**src/rtl/alu_mac_sequencer.sv**
```systemverilog
// -----------------------------------------------------------------------------
// alu_mac_sequencer
//
// Purpose:
//   Drives a shared combinational 16-bit ALU to compute one neuron
//   pre-activation:  out = bias + sum_{i=0..len-1} (x[i] * w[i]).
//   Each operand pair takes three cycles: FETCH (accept pair), MULT (ALU
//   multiplies x*w into prod) and ACC (ALU adds acc+prod into acc).
//   All arithmetic is whatever the ALU returns; this block never widens or
//   saturates.
//
// Ports:
//   clk, rst_n           rising-edge clock, synchronous active-low reset
//   start, len, bias     job request (start is a pulse, honoured only in IDLE)
//   in_valid/in_ready    operand-pair handshake; in_x / in_w carry the pair
//   alu_en, alu_op_sel,  ALU control and operands (op_sel 00=add, 10=mult)
//   alu_op1, alu_op2
//   alu_result           ALU result, combinational, valid in the same cycle
//   out_valid/out_ready  result handshake; out_data holds the sum until taken
//   busy                 high in every state except IDLE
// -----------------------------------------------------------------------------
module alu_mac_sequencer #(
    parameter int DATA_W = 16,
    parameter int LEN_W  = 5
) (
    input  logic              clk,
    input  logic              rst_n,
    input  logic              start,
    input  logic [LEN_W-1:0]  len,
    input  logic [DATA_W-1:0] bias,
    input  logic              in_valid,
    output logic              in_ready,
    input  logic [DATA_W-1:0] in_x,
    input  logic [DATA_W-1:0] in_w,
    output logic              alu_en,
    output logic [1:0]        alu_op_sel,
    output logic [DATA_W-1:0] alu_op1,
    output logic [DATA_W-1:0] alu_op2,
    input  logic [DATA_W-1:0] alu_result,
    output logic              out_valid,
    input  logic              out_ready,
    output logic [DATA_W-1:0] out_data,
    output logic              busy
);

    localparam logic [1:0] OP_ADD  = 2'b00;
    localparam logic [1:0] OP_MULT = 2'b10;

    typedef enum logic [2:0] {
        S_IDLE,
        S_FETCH,
        S_MULT,
        S_ACC,
        S_DONE
    } state_t;

    state_t            r_state;
    state_t            w_state_nxt;
    logic [DATA_W-1:0] r_acc;
    logic [DATA_W-1:0] r_x;
    logic [DATA_W-1:0] r_w;
    logic [DATA_W-1:0] r_prod;
    logic [LEN_W-1:0]  r_count;

    logic              w_start_fire;
    logic              w_pair_fire;

    // A start outside IDLE is dropped, not remembered for later.
    assign w_start_fire = (r_state == S_IDLE) && start;
    assign w_pair_fire  = (r_state == S_FETCH) && in_valid;

    // -------------------------------------------------------------------------
    // State and datapath registers
    // -------------------------------------------------------------------------
    // NOTE: sequential state uses non-blocking (<=) so every register samples
    // the pre-edge values of the others, independent of statement order.
    always_ff @(posedge clk) begin
        if (!rst_n) begin
            // NOTE: the datapath registers are reset as well as the state, so
            // a reset in the middle of a job cannot leave a partial sum behind.
            r_state <= S_IDLE;
            r_acc   <= '0;
            r_x     <= '0;
            r_w     <= '0;
            r_prod  <= '0;
            r_count <= '0;
        end else begin
            r_state <= w_state_nxt;

            if (w_start_fire) begin
                r_acc   <= bias;
                r_count <= len;
            end

            if (w_pair_fire) begin
                r_x     <= in_x;
                r_w     <= in_w;
                r_count <= r_count - LEN_W'(1);
            end

            if (r_state == S_MULT) begin
                r_prod <= alu_result;
            end

            if (r_state == S_ACC) begin
                r_acc <= alu_result;
            end
        end
    end

    // -------------------------------------------------------------------------
    // Next state and outputs
    // -------------------------------------------------------------------------
    // NOTE: every output is given a default before the case statement, so no
    // path through the block leaves a signal unassigned (no latches).
    always_comb begin
        w_state_nxt = r_state;
        in_ready    = 1'b0;
        alu_en      = 1'b0;
        alu_op_sel  = OP_ADD;
        alu_op1     = '0;
        alu_op2     = '0;
        out_valid   = 1'b0;
        out_data    = '0;
        busy        = 1'b1;

        case (r_state)
            S_IDLE: begin
                busy = 1'b0;
                if (start) begin
                    // An empty vector skips straight to DONE with acc = bias.
                    w_state_nxt = (len == '0) ? S_DONE : S_FETCH;
                end
            end

            S_FETCH: begin
                in_ready = 1'b1;
                if (in_valid) begin
                    w_state_nxt = S_MULT;
                end
            end

            S_MULT: begin
                alu_en      = 1'b1;
                alu_op_sel  = OP_MULT;
                alu_op1     = r_x;
                alu_op2     = r_w;
                w_state_nxt = S_ACC;
            end

            S_ACC: begin
                alu_en      = 1'b1;
                alu_op_sel  = OP_ADD;
                alu_op1     = r_acc;
                alu_op2     = r_prod;
                // r_count was decremented when this pair was fetched, so zero
                // here means the pair just accumulated was the last one.
                w_state_nxt = (r_count == '0) ? S_DONE : S_FETCH;
            end

            S_DONE: begin
                out_valid = 1'b1;
                out_data  = r_acc;
                if (out_ready) begin
                    w_state_nxt = S_IDLE;
                end
            end

            default: begin
                w_state_nxt = S_IDLE;
            end
        endcase
    end

endmodule
```
**config.mk**
```make
export PLATFORM = sky130hd
export DESIGN_NAME = alu_mac_sequencer
export DESIGN_NICKNAME = d
export VERILOG_FILES = /design/src/rtl/alu_mac_sequencer.sv
export SDC_FILE = /design/constraint.sdc
export NUM_CORES = 1
export LEC_CHECK = 0
export CORE_MARGIN = 1
export CORE_UTILIZATION = 45
export DETAILED_ROUTE_END_ITERATION = 16
export PLACE_DENSITY = 0.82
export SYNTH_ARGS = -nofsm -noshare
export SYNTH_HDL_FRONTEND = slang
export SYNTH_SLANG_ARGS = --single-unit
```
**constraint.sdc**
```tcl
create_clock -name clk -period 1.55 [get_ports clk]
set_input_delay 0.155 -clock clk [delete_from_list [all_inputs] [get_ports clk]]
set_output_delay 0.155 -clock clk [all_outputs]
set_load 0.01 [all_outputs]
```
-- Word level (Yosys, flattened, before mapping)
Index checks and enable logic that the tools add are counted.
- flip-flop bits (word level): 72
- input bits: 74
- output and inout port bits: 54
- word-level logic and storage cells: 41
- add/subtract/negate cells: 1
- equality and inequality tests: 7
- mux-type cells: 18
- reduce and logical (&&, ||, !) cells: 9
- operators with widths (cell ; count):
    $pmux 16 s2 ; 2
    $mux 16 ; 3
    $mux 3 ; 5
    $pmux 3 s5 ; 1
    $logic_not 5->1 ; 2
    $mux 5 ; 2
    $eq 3x2->1 const B ; 2
    $ne 2x2->1 const B ; 3
    $sub 5x1->5 const B ; 1
    $mux 1 ; 4
    $reduce_bool 2->1 ; 2
    $eq 3x1->1 const B ; 1
    $eq 3x3->1 const B ; 1
    $logic_not 3->1 ; 1
    $reduce_and 3->1 ; 1
    $logic_and 1x1->1 ; 2
    $mux 2 ; 1
    $reduce_or 2->1 ; 1

-- Logic depth before layout (Yosys ltp)
Gate-level depths: netlist of run 1.
- word-level depth: 4
- gate-level depth with buffers: 10
- mapped depth without buffers: 6

-- Worst setup path after synthesis of run 1
No wires, ideal clock.
- path kind: register -> register
- from: register r_state[1]
- to: register r_acc[0]
- library setup time: 0.125 ns
- data arrival time: 1.294 ns
- required time: 1.425 ns
- slack: 0.131 ns
- stages on the path, launching flop included: 6
- buffers on the path: 2
- period minus slack after synthesis: 1.419 ns
- cell sequence: dfxtp_1 -> buf_6 -> nor4b_4 -> buf_6 -> mux2i_1 -> a211oi_2
- word-level cells in the longest chain between the ends: 3
- elaborated cells between the ends (all ways): 5
- classes of those cells: 1 x eq/ne; 1 x mux; 3 x reduce/logical
- ends and longest elaborated chain (what ; line ; text):
    from (decl) ; 57 ; state_t r_state;
    from (signal assigned) ; 88 ; r_state <= w_state_nxt;
    $logic_not 3->1 ; 69 ; assign w_start_fire = (r_state == S_IDLE) && start;
    $logic_and 1x1->1 ; 69 ;
    $reduce_bool 2->1 (no source line) ; n/a ;
    to (signal assigned) ; 91 ; r_acc <= bias;
    to (signal assigned) ; 106 ; r_acc <= alu_result;
    to (decl) ; 59 ; logic [DATA_W-1:0] r_acc;
Several ways; a longest one is shown, not always the timed one.
A chain may end at the register's enable or synchronous reset.

-- Worst setup path in the final report of run 1
- from: register r_state[0]
- to: register r_count[0]
- word-level cells in the longest chain between the ends: 3
- elaborated cells between the ends (all ways): 6
- classes of those cells: 1 x eq/ne; 1 x mux; 4 x reduce/logical
- ends and longest elaborated chain (what ; line ; text):
    $eq 3x1->1 / $logic_not 3->1 (equally long branches) ; 70, 69 ;
    $logic_and 1x1->1, on equally long branches ; 70, 69 ;
    $mux 5 / $reduce_bool 2->1 (equally long branches) ; n/a ;
    to (signal assigned) ; 92 ; r_count <= len;
    to (signal assigned) ; 98 ; r_count <= r_count - LEN_W'(1);
    to (decl) ; 63 ; logic [LEN_W-1:0] r_count;
Several ways; a longest one is shown, not always the timed one.

==> results_dict.tcl, run 1 <==
set metrics [dict create \
    synth_simple_gate_area_share_pct 23.0 \
    endpoint_kind "flop" \
    post_route_cells_drive_above_1_share_pct 36.3 \
    synth_compound_gate_area_share_pct 15.4 \
    worst_path_max_delay_cell "dfxtp_4" \
    clock-root-buffer "clkbuf_8" \
    power.share.sequential_pct 33.3 \
    worst-setup-path-type "reg -> reg" \
    final_number_of_max_transition_violations 0 \
    power.switching_fraction_pct 30.0 \
    report.power.total_uw 6650 \
    power.share.combinational_pct 36.7 \
    wirelength_mm 13.6 \
    postSynthCellCount 438 \
    grt_pass1_wl_mm 18.5 \
    wl_per_cell_um 19.0 \
    dpl.hpwl_mm 7.39 \
    first_pass_iters 4 \
    cp_data_required_time_ns 1.79 \
    groute.usage.overall_pct 28.8 \
    min-delay-start "in_w[11]" \
    worst_path_dominant_cell_family "buffers and inverters" \
    post_synth.cell_area_avg_um2 8.17 \
    clock_power_share_pct 30.0 \
    crit_chain "buf_6, buf_6, buf_6, and4bb_4, buf_12, nor2_4, a221oi_2, nor2_1" \
    drc 0 \
    cts.sink_count 72 \
    synth_top_family_by_area "simple AND/OR/NAND/NOR gates" \
    design.portCount 128 \
    worst_slack_ns -0.241 \
    ys_types 42 \
    drtIter0Drc 195 \
    routabilityCongestion 0.849 \
    cell_count_after_placement 662 \
    die_y_um 91.2 \
    irDropWorstVdd_v 0.000642 \
    cp.arrival_ns 2.03 \
    clock_insertion_delay_worst_skew_ns 0.36 \
    synth_seq_area_share_pct 40.3 \
    floorplan.die.width_um 91.2 \
    antenna-diode-count 0 \
    cp_num_buf_inv 4 \
    worst_r2r_startpoint "r_state[0]$_SDFFE_PN0P_" \
    die_outline_area_um2 8320 \
    dp_worst_setup_slack_ns -0.136 \
    synth.cell_area_um2 3580 \
    count_of_flip_flops_with_a_built_in_enable_after_synthesis 0 \
    fin_crit_sh_pct 116 \
    internal_power_uw 4660 \
    post-synth-top-area-cell "dfxtp_1" \
    worst_r2r_endpoint "r_count[0]$_SDFFE_PN0P_" \
    first_global_vias 3769 \
    outcome "finished with violations" \
    cts_made_buffers 9 \
    maxCapViolations 0 \
    grt-ovfl-total 0 \
    reg2reg_setup_slack_ns -0.24 \
    pwr_density_cell_nw_per_um2 1100 \
    max_freq_mhz 558 \
    grt_start_max_net_pins 36 \
    avgViaCountPerCell 5.48 \
    starting_density_of_the_core_pct 46.3 \
    min_delay_path_class "in -> reg" \
    crit_top_cell "buf_6" \
    synth-adder-area-share_pct 0.350 \
    syn_nets 513 \
    routed-via-count 3931 \
    rr_worst_depth 8 \
    clock_tree_from_tritoncts "built" \
    finalSetupViolations 100 \
    power.leakage_uw 0.00253 \
    ff_latch_area_um2 1450 \
    layout.cells.non_filler 717 \
    clkSlewWorstSetupHoldPaths_ns 0.08 \
    number_of_antenna_violations_at_the_first_check_in_global_routing 0 \
    postSynth.topFlopCell "dfxtp_1" \
    cts.path.max_buffers 2 \
    synth_to_final_area_change_pct 68.9 \
    detail-route-antenna-nets 0 \
    post_synth_xor_area_fraction_pct 0 \
    synthMuxAreaShare_pct 13.7 \
    ys_seq_elements 72 \
    post_synth_main_area_contributors "dfxtp_1 40%, mux2i_1 13%, nand2_1 10%" \
    design.core.area_um2 7730 \
    numPortBuffers 126 \
    timing.final.hold_violations 0 \
    worst-path-max-fanout 7 \
    min_to "r_w[11]$_SDFFE_PN0P_" \
    yosys.cell_count.top_type "nand2_1" \
    cts_htree_levels 3 \
    failed_checks "setup timing" \
    yosys_warnings 0 \
    nets 685 \
    rsz0062_at_grt "true" \
    critical_path.startpoint_type "flop" \
    worstHoldPathCells 3 \
    multi_input_comb_area_um2 2240 \
    timing.final.crit_period_ns 1.79 \
    synth_top_area_share_pct 40.3 \
    synthArstFlopShare_pct 0 \
    placement_rows 32 \
    synth_commonest_cells "100 x nand2_1, 72 x dfxtp_1, 56 x nor2_1, 51 x a21oi_1, 48 x mux2i_1" \
    skew_ns 0.00845 \
    peak_per_stage_delay_on_the_critical_path_ns 0.48 \
    switching_power_uw 1990 \
    nFillCells 489 \
]
area by class of cell:
type,count,share of cell area [%]
Inverter,8,0.538
Timing Repair Buffer,198,31.9
Tap cell,102,2.11
Clock buffer,11,2.34
Sequential cell,72,24.0
Multi-Input combinational cell,321,37.0
Clock inverter,5,2.11
layer usage:
| layer | GRT usage [%] | vias to the layer above | wire (µm) |
|---|---|---|---|
| met5 | 0 | - | 0 |
| met4 | 12.7 | 0 | 590 |
| met3 | 6.28 | 56 | 1070 |
| met2 | 49.4 | 184 | 6710 |
| met1 | 34.3 | 1870 | 5250 |
| li1 | - | 1821 | - |
stage by stage:
step | setup TNS [ns] | util [%] | hold slack [ns] | cell area, µm²
finish | -11.97 | 78.2 | 0.334 | 6040
global route | -16.01 | 78.2 | 0.348 | 6040
CTS | -8.62 | 71.7 | 0.331 | 5540
detailed placement | -4.42 | 65.5 | 0.446 | 5060
global placement | -2.44 | 65.5 | 0.443 | 5060
floorplan | 0 | - | 0.291 | 3580
timing repair:
item                       CTS  global route
setup buffers               24            12
pin swaps                   13            53
resized for setup          262            93
setup endpoints to repair   86           113
hold buffers                 0             0
cloned                       4             3
state kept, by name, summed over array words and instances (netlist names):
register / flops
r_state: 3
r_x: 16
r_prod: 16
r_acc: 16
r_count: 5
r_w: 16
cells by family after synthesis:
family,after synthesis
buffers and inverters,45
flip-flops,72
AO/OA/AOI/OAI,81
AND/OR/NAND/NOR,189
other,1
multiplexers,49
adder cells (fa/ha/maj),1
power by group through the flow:
stage / registers, µW / logic [µW] / clock network (µW)
2_1_floorplan: 2140 / 929 / 0
3_3_place_gp: 2190 / 1420 / 0
3_5_place_dp: 2200 / 1440 / 0
4_1_cts: 2180 / 1970 / 2000
5_1_grt: 2220 / 2560 / 2070
6_report: 2210 / 2440 / 2000
how the worst max path moves through the flow:
stage / start / end / cells past startpoint
2_1_floorplan: r_state[1]$_SDFFE_PN0P_ / r_acc[0]$_SDFFE_PN0P_ / 5
3_3_place_gp: len[1] / r_state[2]$_SDFFE_PN0P_ / 5
3_5_place_dp: r_state[1]$_SDFFE_PN0P_ / alu_op1[8] / 4
4_1_cts: r_state[0]$_SDFFE_PN0P_ / r_acc[15]$_SDFFE_PN0P_ / 8
5_1_grt: r_state[0]$_SDFFE_PN0P_ / r_count[0]$_SDFFE_PN0P_ / 8
6_report: r_state[0]$_SDFFE_PN0P_ / r_count[0]$_SDFFE_PN0P_ / 8
layout by cell type (no fill, tap or decap), types with 4 or more instances in the layout:
cell             netlist  layout
nor2_1                56      54
o21ai_1                2       4
a21oi_1               51      31
buf_8                  0       5
buf_4                  4      25
a211oi_2              15      15
bufinv_16              0       4
nand2_2                1       5
and3_1                17      17
a21oi_2                0      20
clkbuf_8               0      10
mux2i_1               48      43
buf_6                  7      29
clkdlybuf4s50_1        0      73
inv_1                  5       5
nand2_1              100      79
dfxtp_1               72      69
buf_12                 0      11
buf_2                 12      49
nand2_4                0      17
worst min-delay path: stages:
cell             delay, ns
clkdlybuf4s50_1       0.39
nand2_1               0.05
a21oi_1               0.05
(Power assumes the default switching activity.)
==> inputs of run 2 (changes only) <==
- ABC_CLOCK_PERIOD_IN_PS: unset -> 1550
- CORE_ASPECT_RATIO: unset -> 1.25
==> run 2 against run 1 <==
Net effect:
- the run still ends with setup timing left
- count of clock-buffer cells in the layout grew 1
- maximum frequency grew 1.8%
- sequential cell count is the same
- critical path type unchanged
- critical endpoint is now r_acc[14]$_SDFFE_PN0P_
==> results_dict.tcl, run 2 (synthesis results as in run 1) <==
set metrics [dict create \
    dp_worst_setup_slack_ns -0.145 \
    clock_tree_from_tritoncts "built" \
    design.core.area_um2 7750 \
    power.switching_fraction_pct 31.6 \
    outcome "finished with violations" \
    wl_per_cell_um 18.6 \
    floorplan.die.width_um 81.8 \
    die_y_um 102 \
    cts.path.max_buffers 2 \
    clock_insertion_delay_worst_skew_ns 0.35 \
    cell_count_after_placement 657 \
    clock_power_share_pct 24.8 \
    placement_rows 36 \
    drtIter0Drc 310 \
    routabilityCongestion 0.862 \
    timing.final.crit_period_ns 1.76 \
    internal_power_uw 4050 \
    detail-route-antenna-nets 0 \
    switching_power_uw 1870 \
    routed-via-count 3949 \
    groute.usage.overall_pct 29.3 \
    clkSlewWorstSetupHoldPaths_ns 0.08 \
    rsz0062_at_grt "true" \
    post_cts_hold_buffer_count 0 \
    multi_input_comb_area_um2 2120 \
    min_delay_path_class "in -> reg" \
    layout.cells.non_filler 703 \
    cts_made_buffers 9 \
    number_of_antenna_violations_at_the_first_check_in_global_routing 0 \
    starting_density_of_the_core_pct 46.2 \
    final_design_area_no_fill_um2 5720 \
    grt_start_max_net_pins 42 \
    pwr_density_cell_nw_per_um2 1030 \
    timing.final.hold_violations 0 \
    dpl.hpwl_mm 7.78 \
    worst-path-max-fanout 6 \
    design.portCount 128 \
    final_cell_mix "99 x nand2_1, 73 x clkdlybuf4s50_1, 68 x dfxtp_1, 53 x nor2_1, 51 x a21oi_1" \
    nFillCells 563 \
    finalCoreUtilization_pct 73.9 \
    nets 679 \
    skew_ns 0.00867 \
    final_number_of_max_transition_violations 0 \
    first_global_vias 3740 \
    cp.arrival_ns 1.99 \
    cts.sink_count 72 \
    placed_cell_area_um2 5060 \
    cts_htree_levels 3 \
    finalSetupViolations 61 \
    antenna-diode-count 0 \
    worst-setup-path-type "reg -> reg" \
    endpoint_kind "flop" \
    failed_checks "setup timing" \
    ff_latch_area_um2 1450 \
    power.leakage_uw 0.00225 \
    clock-root-buffer "clkbuf_8" \
    first_pass_iters 5 \
    die_outline_area_um2 8320 \
    worst_slack_ns -0.209 \
    worstHoldPathCells 3 \
    grt_pass1_wl_mm 18.1 \
    critical_path.startpoint_type "flop" \
    wirelength_mm 13.1 \
    maxCapViolations 0 \
    grt-ovfl-total 0 \
    post_route_cells_drive_above_1_share_pct 32.7 \
    rr_worst_depth 7 \
    max_freq_mhz 568 \
    power.share.combinational_pct 38.1 \
    power.share.sequential_pct 37.1 \
    numPortBuffers 126 \
    irDropWorstVdd_v 0.000738 \
    mostFrequentLayoutCell "nand2_1" \
    avgViaCountPerCell 5.62 \
    synth_to_final_area_change_pct 59.9 \
    drc 0 \
    fin_crit_sh_pct 114 \
    cp_data_required_time_ns 1.78 \
]
==> run 2: worst paths after layout <==
path                                start                endpoint  slack, ns
setup / recovery  r_state[0]$_SDFFE_PN0P_  r_acc[14]$_SDFFE_PN0P_      -0.21
setup reg to reg  r_state[0]$_SDFFE_PN0P_  r_acc[14]$_SDFFE_PN0P_      -0.21
hold / removal                   in_w[11]    r_w[11]$_SDFFE_PN0P_       0.35
hold reg to reg       r_w[3]$_SDFFE_PN0P_     r_w[3]$_SDFFE_PN0P_       0.46
==> run 2: power groups by stage <==
stage	Sequential, µW	Combinational [µW]	Clock [µW]
6_report	2200	2260	1470
5_1_grt	2210	2370	1550
4_1_cts	2160	1890	1460
3_5_place_dp	2210	1480	0
3_3_place_gp	2200	1440	0
2_1_floorplan	2140	929	0
==> run 2: layout make-up <==
class                           instances  area share [%]
Clock buffer                           12            2.54
Clock inverter                          3           0.743
Inverter                                8           0.568
Multi-Input combinational cell        321            37.0
Sequential cell                        72            25.3
Tap cell                               95            2.08
Timing Repair Buffer                  192            31.8
==> run 2: what timing repair did <==
item | in CTS | in global routing
gates resized for setup | 247 | 75
endpoints found under the setup margin | 73 | 94
setup buffers | 19 | 12
pin swaps | 6 | 26
cloned | 5 | 0
==> run 2: critical path, cell delays in order, from the launching register on <==
cell	delay, ns
dfxtp_4	0.37
buf_6	0.14
buf_6	0.12
nor4b_4	0.32
buf_4	0.19
buf_8	0.14
mux2i_1	0.27
a211oi_2	0.10
==> run 2: metal layers <==
metal / track usage [%] / part of all wire, %
met1: 33.9 / 39
met2: 50.7 / 51
met3: 4.68 / 6.3
met4: 15.9 / 4.1
met5: 0 / 0
==> run 2: stage by stage <==
step / hold slack [ns] / TNS [ns] / power, µW
floorplan: 0.291 / 0 / 3070
global placement: 0.441 / -3.43 / 3640
detailed placement: 0.447 / -4.31 / 3690
CTS: 0.352 / -1.84 / 5510
global route: 0.366 / -9.27 / 6130
finish: 0.351 / -5.34 / 5920
